**src/rtl/vpu_tile_loader.sv**
```systemverilog
// vpu_tile_loader: double-buffered N x N activation/weight tile loader.
// Two ping-pong banks. One bank fills from the A and W input streams while
// the other bank drains to the compute array. A is emitted row-wise and W
// column-wise, so the input column/row layout is transposed on the way out.
//
// Handshake rule for every stream (a_*, w_*, out_*): a beat transfers on a
// rising edge where valid && ready are both high. A producer holds valid and
// data stable until that edge. Ready may depend on registered state only.
// out_valid, a_out and w_out come from registers and do not change while
// out_valid && !out_ready.
module vpu_tile_loader #(
    parameter int N        = 4,
    parameter int DATA_W   = 8,
    parameter int WEIGHT_W = 8
) (
    input  logic                  clk,
    input  logic                  reset,
    input  logic                  a_valid,
    output logic                  a_ready,
    input  logic [N*DATA_W-1:0]   a_data,
    input  logic                  w_valid,
    output logic                  w_ready,
    input  logic [N*WEIGHT_W-1:0] w_data,
    output logic                  out_valid,
    input  logic                  out_ready,
    output logic [N*DATA_W-1:0]   a_out,
    output logic [N*WEIGHT_W-1:0] w_out,
    output logic                  tile_done,
    output logic [1:0]            full_cnt,
    output logic [0:0]            dbg_state
);

    localparam int CW = $clog2(N + 1);
    localparam int IW = $clog2(N);

    localparam logic [CW-1:0] CNT_MAX  = CW'(N);
    localparam logic [IW-1:0] IDX_LAST = IW'(N - 1);

    localparam logic [0:0] IDLE   = 1'b0;
    localparam logic [0:0] STREAM = 1'b1;

    // Bank storage, indexed [bank][row][col]; contents are never reset.
    logic [DATA_W-1:0]   a_mem [2][N][N];
    logic [WEIGHT_W-1:0] w_mem [2][N][N];

    logic [1:0]    full;
    logic [1:0]    full_nxt;
    logic          fill_sel;
    logic          drain_sel;
    logic [CW-1:0] cnt_a;
    logic [CW-1:0] cnt_w;
    logic [CW-1:0] cnt_a_nxt;
    logic [CW-1:0] cnt_w_nxt;

    logic          a_fire;
    logic          w_fire;
    logic          commit;

    logic [0:0]    state;
    logic [0:0]    state_nxt;
    logic [IW-1:0] idx;
    logic [IW-1:0] idx_nxt;

    logic          out_fire;
    logic          last_fire;
    logic          other_full;
    logic          load;
    logic          drop;
    logic          load_bank;
    logic [IW-1:0] load_beat;
    logic [N*DATA_W-1:0]   load_a;
    logic [N*WEIGHT_W-1:0] load_w;

    assign dbg_state = state;
    assign full_cnt  = {1'b0, full[0]} + {1'b0, full[1]};

    // Fill side: ready, accepted beats and the commit of a completed tile.
    always_comb begin
        a_ready   = !full[fill_sel] && (cnt_a < CNT_MAX);
        w_ready   = !full[fill_sel] && (cnt_w < CNT_MAX);
        a_fire    = a_valid && a_ready;
        w_fire    = w_valid && w_ready;
        cnt_a_nxt = cnt_a + CW'(a_fire);
        cnt_w_nxt = cnt_w + CW'(w_fire);
        commit    = (cnt_a_nxt == CNT_MAX) && (cnt_w_nxt == CNT_MAX);
    end

    // Drain side: the other bank counts as full if it commits on this same
    // edge, which keeps back-to-back tiles free of bubbles.
    always_comb begin
        out_fire   = out_valid && out_ready;
        last_fire  = (state == STREAM) && out_fire && (idx == IDX_LAST);
        other_full = full[~drain_sel] || (commit && (fill_sel != drain_sel));
    end

    // Drain FSM next state and choice of which beat to load into the output.
    always_comb begin
        state_nxt = state;
        idx_nxt   = idx;
        load      = 1'b0;
        drop      = 1'b0;
        load_bank = drain_sel;
        load_beat = '0;
        case (state)
            IDLE: begin
                if (full[drain_sel]) begin
                    load      = 1'b1;
                    state_nxt = STREAM;
                    idx_nxt   = '0;
                end
            end
            STREAM: begin
                if (out_fire) begin
                    if (idx != IDX_LAST) begin
                        load      = 1'b1;
                        load_beat = idx + IW'(1);
                        idx_nxt   = idx + IW'(1);
                    end else if (other_full) begin
                        load      = 1'b1;
                        load_bank = ~drain_sel;
                        idx_nxt   = '0;
                    end else begin
                        drop      = 1'b1;
                        state_nxt = IDLE;
                        idx_nxt   = '0;
                    end
                end
            end
            default: begin
                state_nxt = IDLE;
                idx_nxt   = '0;
            end
        endcase
    end

    // Beat assembly with transpose; lanes being written on this edge are
    // forwarded from the input bus so a just-committed bank can be read.
    always_comb begin
        load_a = '0;
        load_w = '0;
        for (int k = 0; k < N; k++) begin
            if (a_fire && (fill_sel == load_bank) && (cnt_a == CW'(k)))
                load_a[k*DATA_W +: DATA_W] = a_data[int'(load_beat)*DATA_W +: DATA_W];
            else
                load_a[k*DATA_W +: DATA_W] = a_mem[load_bank][load_beat][k];
            if (w_fire && (fill_sel == load_bank) && (cnt_w == CW'(k)))
                load_w[k*WEIGHT_W +: WEIGHT_W] = w_data[int'(load_beat)*WEIGHT_W +: WEIGHT_W];
            else
                load_w[k*WEIGHT_W +: WEIGHT_W] = w_mem[load_bank][k][load_beat];
        end
    end

    // Full flags after a possible commit and a possible free on this edge.
    always_comb begin
        full_nxt = full;
        if (commit)
            full_nxt[fill_sel] = 1'b1;
        if (last_fire)
            full_nxt[drain_sel] = 1'b0;
    end

    // Bank writes: A beat c is column c, W beat r is row r.
    always_ff @(posedge clk) begin
        if (!reset) begin
            for (int k = 0; k < N; k++) begin
                if (a_fire)
                    a_mem[fill_sel][k][IW'(cnt_a)] <= a_data[k*DATA_W +: DATA_W];
                if (w_fire)
                    w_mem[fill_sel][IW'(cnt_w)][k] <= w_data[k*WEIGHT_W +: WEIGHT_W];
            end
        end
    end

    // Fill counters and fill pointer.
    always_ff @(posedge clk) begin
        if (reset) begin
            cnt_a    <= '0;
            cnt_w    <= '0;
            fill_sel <= 1'b0;
        end else if (commit) begin
            cnt_a    <= '0;
            cnt_w    <= '0;
            fill_sel <= ~fill_sel;
        end else begin
            cnt_a <= cnt_a_nxt;
            cnt_w <= cnt_w_nxt;
        end
    end

    // Bank full flags, drain pointer and drain FSM state.
    always_ff @(posedge clk) begin
        if (reset) begin
            full      <= '0;
            drain_sel <= 1'b0;
            state     <= IDLE;
            idx       <= '0;
            tile_done <= 1'b0;
        end else begin
            full      <= full_nxt;
            state     <= state_nxt;
            idx       <= idx_nxt;
            tile_done <= last_fire;
            if (last_fire)
                drain_sel <= ~drain_sel;
        end
    end

    // Output registers; zero whenever no beat is presented.
    always_ff @(posedge clk) begin
        if (reset) begin
            out_valid <= 1'b0;
            a_out     <= '0;
            w_out     <= '0;
        end else if (load) begin
            out_valid <= 1'b1;
            a_out     <= load_a;
            w_out     <= load_w;
        end else if (drop) begin
            out_valid <= 1'b0;
            a_out     <= '0;
            w_out     <= '0;
        end
    end

endmodule

```
**config.mk**
```make
export PLATFORM = sky130hd
export DESIGN_NAME = vpu_tile_loader
export DESIGN_NICKNAME = d
export VERILOG_FILES = /design/src/rtl/vpu_tile_loader.sv
export SDC_FILE = /design/constraint.sdc
export NUM_CORES = 1
export LEC_CHECK = 0
export BUFFER_PORTS_ARGS = -buffer_cell sky130_fd_sc_hd__buf_2
export CAP_MARGIN = 20
export CORE_AREA = 2 2 208 210
export DETAILED_ROUTE_END_ITERATION = 16
export DIE_AREA = 0 0 210 212
export MAX_ROUTING_LAYER = met4
export PLACE_DENSITY = 0.77
export SYNTH_ARGS = -nofsm -noshare
export SYNTH_HDL_FRONTEND = slang
export SYNTH_SLANG_ARGS = --single-unit
```
**constraint.sdc**
```tcl
create_clock -name clk -period 9.3 [get_ports clk]
set_input_delay 2.79 -clock clk [delete_from_list [all_inputs] [get_ports clk]]
set_output_delay 2.79 -clock clk [all_outputs]
set_load 0.005 [all_outputs]
```
==> reports/metrics.cfg <==
[finish]
fillers=2929
seqCellArea_mm2=0.0170
final_common_cell=edfxtp_1
final_nets=2168
drive_above_1_share_pct=17.3
multiInputGateArea_mm2=0.00745
final_cell_mix=edfxtp_1 (512), nand2_1 (373), o21ai_0 (157)
layout.cells.non_filler=2693
area_growth_syn_to_layout_pct=12.8

[logic_synthesis]
avgSynthCellArea_um2=12.5
ys_seq_area_share_pct=67.8
yosysUniqueCellTypes=52
synth-seq-cells=591
syn_area_mm2=0.0250
synth_nets=2071
synth_edf_count=512
ys.flop_type=edfxtp_1
syn-instance-count=1996
yosysWarnings=0
ys_async_sr_fraction_pct=0

[die]
die_w_um=210
ios=140
initial_core_util_pct=58.8
rows=76
die_y_um=212
fp.dieArea_mm2=0.0445
core_mm2=0.0425

[place]
dp_hpwl_um=41900
placed_cells=2573
globalplace.congestion=0.876
portBuffers=139

[worst_setup_path]
rr_startpoint=fill_sel$_SDFFE_PP0N_
start_kind=input port
cp.required_ns=9.80
r2r_cells=12
crit_arrival_ns=6.62
worstReg2RegEnd=a_out[8]$_SDFFE_PP0P_
cp_max_fo=85
crit_start=a_valid
r2r_slack_ns=4.46
path_class=input port to register
cp-end-kind=register
critPathCapture=a_out[8]$_SDFFE_PP0P_

[clock_network]
post_cts.repair.setup_buffers=0
clkSinkCount=591
cts_made_buffers=58
cts_tree=done
cts-root-buf=clkbuf_16
cts_buffer_depth=3
clk_pin_slew_ns=0.06
clk_latency_ns=0.63
ctsResizeCount=0
cts_hold_buf=0
htreeDepth=2

[sta]
hold_viol_final=0
maxSlewViolCount=0
finalCritPeriodShare_pct=65.9
max_freq_mhz=163
timing.slew.headroom_pct=16.6
worst_pin_slew_ns=1.25
setup-tns-final_ns=0
rsz0062_at_grt=no
final.min_clock_period_ns=6.13
setup_viol=0
worst_clock_skew_ns=0.0357

[global_route]
overflow=0
antenna_found_initial=6
grt_pass1_wl_um=105000
grt_max_degree=150
grt_pass1_vias=17489
grt.total_usage_pct=33.2

[pwr]
leakagePower_nw=9.62
powerDensity_mw_per_mm2=197
switchingPower_w=0.00118
p_total_w=0.00555
p_int_w=0.00437
p_sw_share_pct=21.2
power.share.clock_pct=43.0
ir_drop_mv=0.166
combPwrFrac_pct=4.2
p_seq_share_pct=52.8

[detailed_routing]
avgRoutedWirePerCell_um=26.8
vias=17940
wl_um=72000
drtIter0Drc=2732
drtPass1Iterations=6
post-route-drc-count=0
drt-vias-per-instance=6.66
antenna_left=0

[min_path]
min-delay-start=idx[1]$_SDFFE_PP0P_
min_path_type=register to register

[outcome]
status=finished, final reports clean

[flow_run]
cap_viol_max_count=0

## critical path, stage by stage
cell	delay (ns)
buf_2	0.13
nand2b_1	0.23
nor2_1	0.08
ha_1	0.19
ha_1	0.32
nor4_4	0.37
nand3_1	0.20
o221ai_2	0.27
and2_4	0.82
buf_4	0.49
and3_1	0.22
a211oi_1	0.06
nor4_1	0.35
## cells in the mapped netlist (2+ instances only)
master	instances	area (µm²)
inv_1	27	101
a21oi_1	74	370
nand3_1	135	676
a211oi_2	14	175
o211ai_2	21	263
nor2_1	30	113
mux2i_1	66	661
nand2b_1	4	25.0
o211a_1	2	20.0
nand2_1	374	1400
buf_4	8	60.1
or4_1	6	45.0
nand3b_1	2	15.0
o21ai_0	158	791
buf_6	5	56.3
and2_4	3	26.3
ha_1	6	75.1
nor4_2	21	263
o211ai_1	44	330
nor2b_1	5	31.3
nor4_1	40	250
a211oi_1	50	375
o21a_1	2	15.0
xnor2_1	3	26.3
nand4_1	3	18.8
mux4_2	15	338
o221ai_1	4	35.0
nor3_1	72	360
clkbuf_1	87	327
xor2_1	2	17.5
buf_2	36	180
mux2_2	3	33.8
edfxtp_1	512	15400
and3_1	66	413
dfxtp_1	79	1580
## how the worst min path moves through the flow
stage,endpoint,cells past startpoint
final,idx[1]$_SDFFE_PP0P_,2
after global routing,idx[1]$_SDFFE_PP0P_,2
after CTS,idx[1]$_SDFFE_PP0P_,2
after detailed placement,idx[1]$_SDFFE_PP0P_,2
after global placement,idx[1]$_SDFFE_PP0P_,2
after floorplan,idx[1]$_SDFFE_PP0P_,2
## cell type report
class | count | share of cell area, %
Antenna cell | 6 | 0.0532
Clock buffer | 82 | 5.79
Clock inverter | 26 | 1.10
Inverter | 27 | 0.359
Multi-Input combinational cell | 1241 | 26.4
Sequential cell | 591 | 60.1
Tap cell | 546 | 2.42
Timing Repair Buffer | 174 | 3.79
## power by group through the flow
stage	Clock, W	Sequential, W	Combinational, W
6_report	0.00238	0.00293	0.000233
5_1_grt	0.00249	0.00293	0.000246
4_1_cts	0.00239	0.00293	0.000223
3_5_place_dp	0	0.00299	0.000221
3_3_place_gp	0	0.00299	0.000212
2_1_floorplan	0	0.00299	0.000115
## per-layer routing
metal / share of wire, % / wire length, µm / GRT usage (%) / vias up
met5: 0 / 0 / - / -
met4: 5.8 / 4210 / 18.4 / 0
met3: 12 / 8630 / 7.22 / 257
met2: 47 / 33900 / 51.8 / 1237
met1: 35 / 25300 / 40.9 / 8727
li1: - / - / - / 7719
## metrics by stage
stage	utilization [%]	worst slack (ns)	cell area, µm²	hold WS, ns
3_5_place_dp	61.5	2.70	26100	0.492
6_report	66.4	3.17	28200	0.507
5_1_grt	66.4	3.01	28200	0.540
2_1_floorplan	-	3.12	25000	0.461
4_1_cts	66.1	3.31	28100	0.507
3_3_place_gp	61.5	2.84	26100	0.479
## flip-flops by register name (all words and copies together), names as in the netlist
name,flops
idx,2
cnt_w,3
a_mem,256
cnt_a,3
w_mem,256
full,2
a_out,32
tile_done,1
drain_sel,1
fill_sel,1
dbg_state,1
w_out,32
out_valid,1
## cells by family after synthesis
logic type               count (synthesis)  synth area share (%)
flip-flops                             591                  67.8
AND/OR/NAND/NOR                        772                  15.0
XOR/XNOR                                 5                 0.175
multiplexers                            84                  4.13
adder cells (fa/ha/maj)                  6                 0.300
AO/OA/AOI/OAI                          374                  9.72
buffers and inverters                  164                  2.91
No activity file was read; power rests on OpenSTA's default activity.
